<file path="src/rtl/btb_update_scheduler.sv">
// btb_update_scheduler
// Write-port controller for the branch target buffer.
// Collects target updates from EX and MEM, arbitrates between them and queues
// {index, target} pairs in a small FIFO. The FIFO drains one BTB write per
// non-stalled cycle. After reset, and on flush_req, the controller sweeps every
// BTB entry to zero, because the target storage has no reset of its own.
//
// Ports:
//   clk, rst                  clock; asynchronous active-high reset
//   ex_valid/ex_pc/ex_target  update request from EX
//   mem_valid/mem_pc/...      update request from MEM; wins over EX
//   flush_req                 single-cycle request to re-clear the whole BTB
//   stall                     BTB write port unavailable this cycle
//   btb_we/windex/wdata       BTB write port (combinational)
//   busy                      clear sweep in progress
//   full                      update FIFO full
//   drop_cnt                  saturating count of discarded requests
module btb_update_scheduler #(
    parameter int S_INDEX    = 7,
    parameter int FIFO_DEPTH = 4
) (
    input  logic               clk,
    input  logic               rst,
    input  logic               ex_valid,
    input  logic [31:0]        ex_pc,
    input  logic [31:0]        ex_target,
    input  logic               mem_valid,
    input  logic [31:0]        mem_pc,
    input  logic [31:0]        mem_target,
    input  logic               flush_req,
    input  logic               stall,
    output logic               btb_we,
    output logic [S_INDEX-1:0] btb_windex,
    output logic [31:0]        btb_wdata,
    output logic               busy,
    output logic               full,
    output logic [7:0]         drop_cnt
);
    localparam int                 AW       = $clog2(FIFO_DEPTH);
    localparam logic [AW:0]        DEPTH_C  = (AW+1)'(FIFO_DEPTH);
    localparam logic [S_INDEX-1:0] LAST_IDX = '1;

    typedef enum logic {CLEAR, RUN} state_t;

    state_t             state, state_nxt;
    logic [S_INDEX-1:0] clr_idx;

    logic [S_INDEX-1:0] fifo_idx [FIFO_DEPTH];
    logic [31:0]        fifo_tgt [FIFO_DEPTH];
    logic [AW-1:0]      rd_ptr, wr_ptr, tail_ptr;
    logic [AW:0]        count;
    logic               empty;

    logic               pop, push, coalesce, run_ok;
    logic               req_v;
    logic [S_INDEX-1:0] req_idx;
    logic [31:0]        req_tgt;
    logic [1:0]         drop_inc;
    logic [8:0]         drop_sum;

    assign empty    = (count == '0);
    assign full     = (count == DEPTH_C);
    assign busy     = (state == CLEAR);
    assign tail_ptr = wr_ptr - 1'b1;

    // ---------------- FSM ----------------
    always_ff @(posedge clk or posedge rst) begin
        if (rst) state <= CLEAR;
        else     state <= state_nxt;
    end

    always_comb begin
        state_nxt  = state;
        btb_we     = 1'b0;
        btb_windex = clr_idx;
        btb_wdata  = '0;
        pop        = 1'b0;
        case (state)
            CLEAR: begin
                btb_we = !stall;
                if (!stall && clr_idx == LAST_IDX) state_nxt = RUN;
            end
            RUN: begin
                btb_windex = fifo_idx[rd_ptr];
                btb_wdata  = fifo_tgt[rd_ptr];
                btb_we     = !empty && !stall;
                pop        = !empty && !stall;
            end
            default: state_nxt = CLEAR;
        endcase
        // Flush wins: the head stays queued (it is discarded anyway) and the
        // sweep restarts from index 0.
        if (flush_req) begin
            state_nxt = CLEAR;
            pop       = 1'b0;
        end
        if (rst) btb_we = 1'b0;
    end

    // ---------------- request arbitration ----------------
    assign req_v   = ex_valid || mem_valid;
    assign req_idx = mem_valid ? mem_pc[2 +: S_INDEX] : ex_pc[2 +: S_INDEX];
    assign req_tgt = mem_valid ? mem_target : ex_target;
    assign run_ok  = (state == RUN) && !flush_req;

    // Overwrite the tail in place unless the tail is also the head leaving
    // this cycle; then the entry would vanish, so push a fresh one instead.
    assign coalesce = run_ok && req_v && !empty &&
                      (fifo_idx[tail_ptr] == req_idx) && !(pop && count == 1);
    assign push     = run_ok && req_v && !coalesce && (!full || pop);

    always_comb begin
        drop_inc = 2'd0;
        if (!run_ok)
            drop_inc = {1'b0, ex_valid} + {1'b0, mem_valid};
        else
            drop_inc = {1'b0, ex_valid && mem_valid} +
                       {1'b0, req_v && !coalesce && !push};
    end

    assign drop_sum = {1'b0, drop_cnt} + {7'b0, drop_inc};

    // ---------------- sweep counter, FIFO pointers, drop counter ----------------
    always_ff @(posedge clk or posedge rst) begin
        if (rst) begin
            clr_idx  <= '0;
            rd_ptr   <= '0;
            wr_ptr   <= '0;
            count    <= '0;
            drop_cnt <= '0;
        end else begin
            drop_cnt <= drop_sum[8] ? 8'hFF : drop_sum[7:0];
            if (flush_req) begin
                clr_idx <= '0;
                rd_ptr  <= '0;
                wr_ptr  <= '0;
                count   <= '0;
            end else begin
                // clr_idx wraps back to 0 after the last index, ready for the next sweep
                if (state == CLEAR && !stall) clr_idx <= clr_idx + 1'b1;
                if (pop)  rd_ptr <= rd_ptr + 1'b1;
                if (push) wr_ptr <= wr_ptr + 1'b1;
                case ({push, pop})
                    2'b10:   count <= count + 1'b1;
                    2'b01:   count <= count - 1'b1;
                    default: count <= count;
                endcase
            end
        end
    end

    // Queue storage needs no reset: entries are only read when count says valid.
    always_ff @(posedge clk) begin
        if (push) begin
            fifo_idx[wr_ptr] <= req_idx;
            fifo_tgt[wr_ptr] <= req_tgt;
        end else if (coalesce) begin
            fifo_tgt[tail_ptr] <= req_tgt;
        end
    end
endmodule

</file>
<file path="config.mk">
export PLATFORM = sky130hd
export DESIGN_NAME = btb_update_scheduler
export DESIGN_NICKNAME = d
export VERILOG_FILES = /design/src/rtl/btb_update_scheduler.sv
export SDC_FILE = /design/constraint.sdc
export NUM_CORES = 1
export LEC_CHECK = 0
export CORE_UTILIZATION = 38
export DETAILED_ROUTE_END_ITERATION = 8
export REMOVE_ABC_BUFFERS = 1
export SLEW_MARGIN = 15
export SYNTH_ARGS = -nofsm -noshare
export SYNTH_HDL_FRONTEND = slang
export SYNTH_SLANG_ARGS = --single-unit
</file>
<file path="constraint.sdc">
create_clock -name clk -period 7.8 [get_ports clk]
set_input_delay 0.78 -clock clk [delete_from_list [all_inputs] [get_ports clk]]
set_output_delay 0.78 -clock clk [all_outputs]
set_load 0.1 [all_outputs]
</file>
Yosys cells after proc, flatten, opt, wreduce, memory -nomap -nowiden
Memories as Yosys holds them, arrays and structs flattened.
Index checks and enable logic that the tools add are counted.
{"block": "op_classes", "eq_ne": 6, "addsub": 9, "n_mux": 29, "reduce_logical": 29, "bitwise_logic": 1}
{"op": "two-way mux 32 bit", "count": 3}
{"op": "OR reduction 32 bit", "count": 1}
{"op": "two-way mux 7 bit", "count": 4}
{"op": "logical AND 1 bit", "count": 14}
{"op": "two-way mux 1 bit", "count": 12}
{"op": "two-way mux 2 bit", "count": 6}
{"op": "adder 8 x 2 -> 9 bit", "count": 1}
{"op": "two-way mux 8 bit", "count": 1}
{"op": "adder 7 x 1 -> 7 bit, second input constant", "count": 1}
{"op": "equality test 7 bit", "count": 1}
{"op": "equality test 7 bit, second input constant", "count": 1}
{"op": "logical NOT 1 bit", "count": 7}
{"op": "case mux 3 bit (2 select lines)", "count": 1}
{"op": "nonzero test 2 bit", "count": 3}
{"op": "adder 1 x 1 -> 2 bit", "count": 2}
{"op": "adder 2 x 1 -> 2 bit, second input constant", "count": 2}
{"op": "adder 3 x 1 -> 3 bit, second input constant", "count": 1}
{"op": "equality test 3 x 1 -> 1 bit, second input constant", "count": 1}
{"op": "equality test 3 bit, second input constant", "count": 1}
{"op": "logical NOT 3 bit", "count": 1}
{"op": "two-way mux 3 bit", "count": 1}
{"op": "nonzero test 3 bit", "count": 1}
{"op": "subtractor 3 x 1 -> 3 bit, second input constant", "count": 1}
{"op": "equality test 2 x 1 -> 1 bit, second input constant", "count": 1}
{"op": "5 further kinds", "count": 6}
{"block": "word_totals", "ramBits": 156, "output_inout_bits": 50, "reg_bits": 23, "memories": 2}
{"memory": "fifo_tgt", "words": 4, "word_bits": 32, "read_ports": 1, "rd_ports_with_merged_regs": 0, "wr": 1, "line": "49", "source": "logic [31:0] fifo_tgt [FIFO_DEPTH];"}
{"memory": "fifo_idx", "words": 4, "word_bits": 7, "read_ports": 2, "rd_ports_with_merged_regs": 0, "wr": 1, "line": "48", "source": "logic [S_INDEX-1:0] fifo_idx [FIFO_DEPTH];"}

Longest topological paths before layout
{"block": "depth", "ltp_word": 17, "ltp_mapped": 17}

Least setup slack after synthesis
OpenSTA, ideal clock, no wires.
{"block": "synth_path", "path_kind": "input to register", "from": "input mem_valid", "to": "memory fifo_tgt[0][0], enable pin", "path_buffers": 2, "stages": 9, "arrival_time_ns": 4.551, "setup_slack_ns": 2.783, "setup_time_ns": 0.466, "t_required_ns": 7.334, "path_cell_list": "buf_2 -> buf_1 -> inv_1 -> ha_1 -> nor2_1 -> o21ai_0 -> nor2_1 -> nand2_1 -> o21ai_0"}
{"block": "synth_between", "elab_chain_len": 12, "word_cells_on_any_way": 18, "classes_between": "1 x eq/ne; 8 x mux; 9 x reduce/logical"}
{"element": "start, declared", "line": "27", "source": "input logic mem_valid,"}
{"element": "branches (longest 12 deep; another with OR reduction 32 bit)"}
{"element": "end, declared", "line": "49"}
Several ways; the timed one is not identified.

Worst setup path after layout
{"block": "layout_path", "from": "register wr_ptr[0]", "to": "register drop_cnt[1]"}
{"block": "layout_between", "elab_chain_len": 14, "word_cells_on_any_way": 15, "classes_between": "3 x add/sub; 1 x eq/ne; 2 x mux; 8 x reduce/logical; 1 x memory"}
{"element": "start, declared", "line": "50", "source": "logic [AW-1:0] rd_ptr, wr_ptr, tail_ptr;"}
{"element": "start signal, assigned", "line": "142", "source": "if (push) wr_ptr <= wr_ptr + 1'b1;"}
{"element": "subtractor 2 x 1 -> 2 bit *", "line": "64", "source": "assign tail_ptr = wr_ptr - 1'b1;"}
{"element": "memory (4 x 7 bit) *"}
{"element": "equality test 7 bit *", "line": "109", "source": "(fifo_idx[tail_ptr] == req_idx) && !(pop && count == 1);"}
{"element": "logical AND 1 bit *", "line": "108", "source": "assign coalesce = run_ok && req_v && !empty &&"}
{"element": "logical AND 1 bit *", "line": "109"}
{"element": "logical NOT 1 bit *", "line": "110, 118"}
{"element": "logical AND 1 bit (2 in series)", "line": "110", "source": "assign push = run_ok && req_v && !coalesce && (!full || pop);"}
{"element": "logical NOT 1 bit", "line": "118", "source": "{1'b0, req_v && !coalesce && !push};"}
{"element": "logical AND 1 bit *", "line": "118"}
{"element": "adder 1 x 1 -> 2 bit *", "line": "117", "source": "drop_inc = {1'b0, ex_valid && mem_valid} +"}
{"element": "two-way mux 2 bit *", "line": "114", "source": "if (!run_ok)"}
{"element": "adder 8 x 2 -> 9 bit *", "line": "121", "source": "assign drop_sum = {1'b0, drop_cnt} + {7'b0, drop_inc};"}
{"element": "two-way mux 8 bit *", "line": "132", "source": "drop_cnt <= drop_sum[8] ? 8'hFF : drop_sum[7:0];"}
{"element": "end signal, assigned", "line": "132"}
{"element": "end, declared", "line": "37", "source": "output logic [7:0] drop_cnt"}
Mark *: on every way between the ends. The rest lies on a longest branch, timed or not.
A chain may end at the register's enable or synchronous reset.

==> metrics list <==
* Status: finished, final reports clean
- Counting every instance in the synthesized netlist gives 471.
* Clock latency at the later pin of the worst-skew pair: 0.43 ns
- STA puts the critical path data arrival time at 5.36 ns.
- Crit path cell chain: inv_1 > ha_1 > mux4_1 > xnor2_1 > nand4_1 > o31a_1 > and2_2 > ha_1 > mux2_2 > ha_1 > fa_1 > and3_1 > nand3_1 > nand2b_1
- H-Tree Depth: 4
* Clk sinks: 179
- Post-synthesis simple-gate area fraction: 0.0639
- Warnings from Yosys: 0
- Detailed placement finished with a half-perimeter wire length of 10300 um.
- After synthesis, the share of cell area in mux cells is 0.205.
* Overflow left after global routing: 0
- Buffers added to address setup during post-CTS repair amount to 0.
* Share of synthesized area occupied by flip-flops and latches: 0.650
* Number of enable flip-flop cells after synthesis: 156
- After synthesis the cells add up to 0.00809 sq mm.
- By area, the combinational part of the netlist is dominated by multiplexers.
* Final-report setup violation count: 0
* Overall fraction of global-route tracks in use: 0.161
- Slowest stage delay, CP: 0.88 ns
- Static leakage power: 3.48 nW
- Count of TritonRoute iterations in the first routing pass: 4
- CTS placed an instance of sky130_fd_sc_hd__clkbuf_16 at the clock tree root.
* Max transition margin: 0.258
* Hold Path Depth: 2
- Fraction of final layout cells sized beyond drive strength 1: 0.211
- Dividing total power by cell area gives a power density of 219 mW/mm^2.
- The worst setup path is launched from a register.
- Worst Max-Slew Pin Slew: 1.11 ns
- The count of endpoints failing hold in the final timing report is 0.
- CP Capture Type: register
- Hold timing on the final database bottoms out at a slack of 0.594 ns.
- The longest clock path from root to sink contains 2 buffers.
- Post-Place Cell Area: 0.00975 sq mm
- Slew Limit Fails: 0
* Number of antenna violations at the first check in global routing: 0
* TritonCTS clock tree: yes
- The finished cells cover 0.0103 sq mm.
- Initial core utilization: 0.386
* Worst Setup Path Type: reg2reg
- Port buffering added 133 buffers.
* Average wire length per cell after detail routing: 18.5 um
- Of all flip-flops after synthesis, the portion carrying an async set or reset was 0.128.
* Path length in cells of the critical path: 14
* Clock transition at the registers of the reported paths: 0.07 ns
- Type of the worst min-delay path: reg2reg
- Max-cap violations: 0
- Unrepaired setup endpoints after global routing: false
* R2R cell count: 14
* Detailed router's first-iteration violation count: 321
* Req. time, crit path: 8.11 ns
- The fraction of the mapped netlist area in compound gates is 0.0164.
* Total I/O pin count: 184
- Worst supply voltage drop on vdd: 0.000139 V
- Core region area: 0.0210 sq mm
* Number of CTS-inserted buffers: 17
* Total power of the final layout: 2.27 mW
* Mean cell area of the mapped netlist: 17.2 sq um
* Std cell rows: 53
- Of the total synthesized cell area, the portion taken by XOR and XNOR cells is 0.0206.
* Count of instances resized after the clock tree is built: 0
* Final Critical Period: 5.05 ns
- Maximum fanout count along the critical path: 15
- Die width: 148 um
- Most common flop cell mapped by yosys: sky130_fd_sc_hd__edfxtp_1
- Antenna Diode Count: 0
- Syn-to-layout area delta: 27.9%
- Among cell families on the critical path, the largest total delay comes from adder cells.
- WL final: 16600 um
* Number of flip-flops and latches in the synthesized netlist: 179
* Final antenna-violating net count: 0
- Across the routed clock network, the largest skew measured is 0.0139 ns.
* Hold buffer count at cts: 0
- The die is 148 um tall.
* Post-route setup TNS: 0 ns
- Critical path buffers and inverters: 1
- In the finished design, the share of the clock period the worst path needs comes to 0.648.
- For this run, design rule violations remaining after detail routing come to 0.
* Final nets: 756
- The detailed router placed 4526 vias in this run.
- Die Outline Area: 0.0219 sq mm
- The congestion estimate from routability-driven global placement came to 0.753.
- After detailed routing, the number of vias per cell comes to 5.06.
* Highest-delay cell along the critical path: sky130_fd_sc_hd__dfrtp_1
- Maximum number of pins on one net before global-route repair: 46
* Number of distinct library cells after synthesis: 38
* Global-route wire length before repair: 26000 um
- Adder-cell share of the synthesized area: 0.0241
- In this design, the critical path's most frequently occurring cell is sky130_fd_sc_hd__ha_1.
- Timing would allow up to 198 MHz.
- The number of global-route vias before repair came to 4817.
stage by stage:
stage	utilization	setup slack (ns)	cells
6_report	0.494	2.75	895
5_1_grt	0.494	2.45	895
4_1_cts	0.494	2.65	895
3_5_place_dp	0.465	2.68	863
3_3_place_gp	0.465	2.79	863
2_1_floorplan	-	2.69	449
sequential cells by signal, summed over array words and instances, names as in the netlist:
name and flops:
rd_ptr 2, fifo_idx 28, count 3, wr_ptr 2
clr_idx 7, fifo_tgt 128, drop_cnt 8, state 1
layer usage:
| layer | wire length, um | GRT usage | up-vias |
|---|---|---|---|
| met5 | 0 | 0 | - |
| met4 | 163 | 0.0464 | 0 |
| met3 | 852 | 0.0377 | 13 |
| met2 | 8580 | 0.281 | 126 |
| met1 | 6970 | 0.199 | 2298 |
| li1 | - | - | 2089 |
final cells by class:
| cell class | count | area (sq um) |
|---|---|---|
| fillers | 1828 | 10600 |
| flip-flops and latches | 179 | 5270 |
| multi-input cells | 254 | 2710 |
| repair buffers | 139 | 1370 |
| clock buffers | 18 | 429 |
| well taps | 275 | 344 |
| clock inverters | 14 | 160 |
| inverters | 16 | 60.1 |
synth_stat cells (5+ instances only):
| cell | instances | area [sq um] |
|---|---|---|
| sky130_fd_sc_hd__xnor2_1 | 10 | 87.6 |
| sky130_fd_sc_hd__and2_1 | 36 | 225 |
| sky130_fd_sc_hd__nand2_1 | 19 | 71.3 |
| sky130_fd_sc_hd__mux4_2 | 39 | 878 |
| sky130_fd_sc_hd__a21oi_1 | 7 | 35.0 |
| sky130_fd_sc_hd__ha_1 | 14 | 175 |
| sky130_fd_sc_hd__buf_1 | 10 | 37.5 |
| sky130_fd_sc_hd__nor2_1 | 18 | 67.6 |
| sky130_fd_sc_hd__o21ai_0 | 8 | 40.0 |
| sky130_fd_sc_hd__nand3_1 | 5 | 25.0 |
| sky130_fd_sc_hd__xor2_1 | 9 | 78.8 |
| sky130_fd_sc_hd__clkbuf_1 | 9 | 33.8 |
| sky130_fd_sc_hd__mux4_1 | 7 | 184 |
| sky130_fd_sc_hd__mux2_2 | 45 | 507 |
| sky130_fd_sc_hd__dfrtp_1 | 23 | 576 |
| sky130_fd_sc_hd__edfxtp_1 | 156 | 4680 |
| sky130_fd_sc_hd__inv_1 | 16 | 60.1 |
| sky130_fd_sc_hd__mux2i_1 | 6 | 60.1 |
worst paths after layout:
check	startpoint	end	slack, ns
worst max-delay path	wr_ptr[0]$_DFFE_PP0P_	drop_cnt[1]$_DFF_PP0_	2.75
worst min-delay path	clr_idx[6]$_DFFE_PP0P_	clr_idx[6]$_DFFE_PP0P_	0.59
worst max register to register	wr_ptr[0]$_DFFE_PP0P_	drop_cnt[1]$_DFF_PP0_	2.75
worst min register to register	clr_idx[6]$_DFFE_PP0P_	clr_idx[6]$_DFFE_PP0P_	0.59
max in group asynchronous	rst	rd_ptr[0]$_DFFE_PP0P_	6.22
min in group asynchronous	rst	clr_idx[4]$_DFFE_PP0P_	0.90
cells in the final DEF (no fill, tap or decap), types with 9 or more instances in the layout:
cell,n
sky130_fd_sc_hd__mux2_2,45
sky130_fd_sc_hd__clkdlybuf4s50_1,132
sky130_fd_sc_hd__xor2_1,9
sky130_fd_sc_hd__nand2_1,19
sky130_fd_sc_hd__ha_1,14
sky130_fd_sc_hd__nor2_1,18
sky130_fd_sc_hd__edfxtp_1,156
sky130_fd_sc_hd__xnor2_1,10
sky130_fd_sc_hd__and2_1,36
sky130_fd_sc_hd__inv_1,16
sky130_fd_sc_hd__dfrtp_1,21
sky130_fd_sc_hd__mux4_2,39
sky130_fd_sc_hd__clkbuf_16,17
cells by family (layout without fill, tap and decap cells):
kind of cell               after synthesis  after routing
buffers and inverters                   38            187
AOI/OAI and AO/OA                       23             23
and+or+nand+nor                         98             98
xor gates and xnor gates                19             19
muxes                                   99             99
DFF                                    179            179
adders and majority gates               15             15
worst register-to-register path, stage by stage, from the launching register on:
cell and delay [ns]:
sky130_fd_sc_hd__dfrtp_1 0.88, sky130_fd_sc_hd__inv_1 0.35, sky130_fd_sc_hd__ha_1 0.67, sky130_fd_sc_hd__mux4_1 0.38, sky130_fd_sc_hd__xnor2_1 0.19, sky130_fd_sc_hd__nand4_1 0.19, sky130_fd_sc_hd__o31a_1 0.38, sky130_fd_sc_hd__and2_2 0.23
sky130_fd_sc_hd__ha_1 0.26, sky130_fd_sc_hd__mux2_2 0.26, sky130_fd_sc_hd__ha_1 0.20, sky130_fd_sc_hd__fa_1 0.43, sky130_fd_sc_hd__and3_1 0.21, sky130_fd_sc_hd__nand3_1 0.21, sky130_fd_sc_hd__nand2b_1 0.10
power breakdown:
group / switching, mW / leakage [nW] / internal, mW
clock network: 0.398 / 0.289 / 0.432
registers: 0.0253 / 1.70 / 1.07
logic: 0.226 / 1.49 / 0.116
No activity file was read; power rests on OpenSTA's default activity.
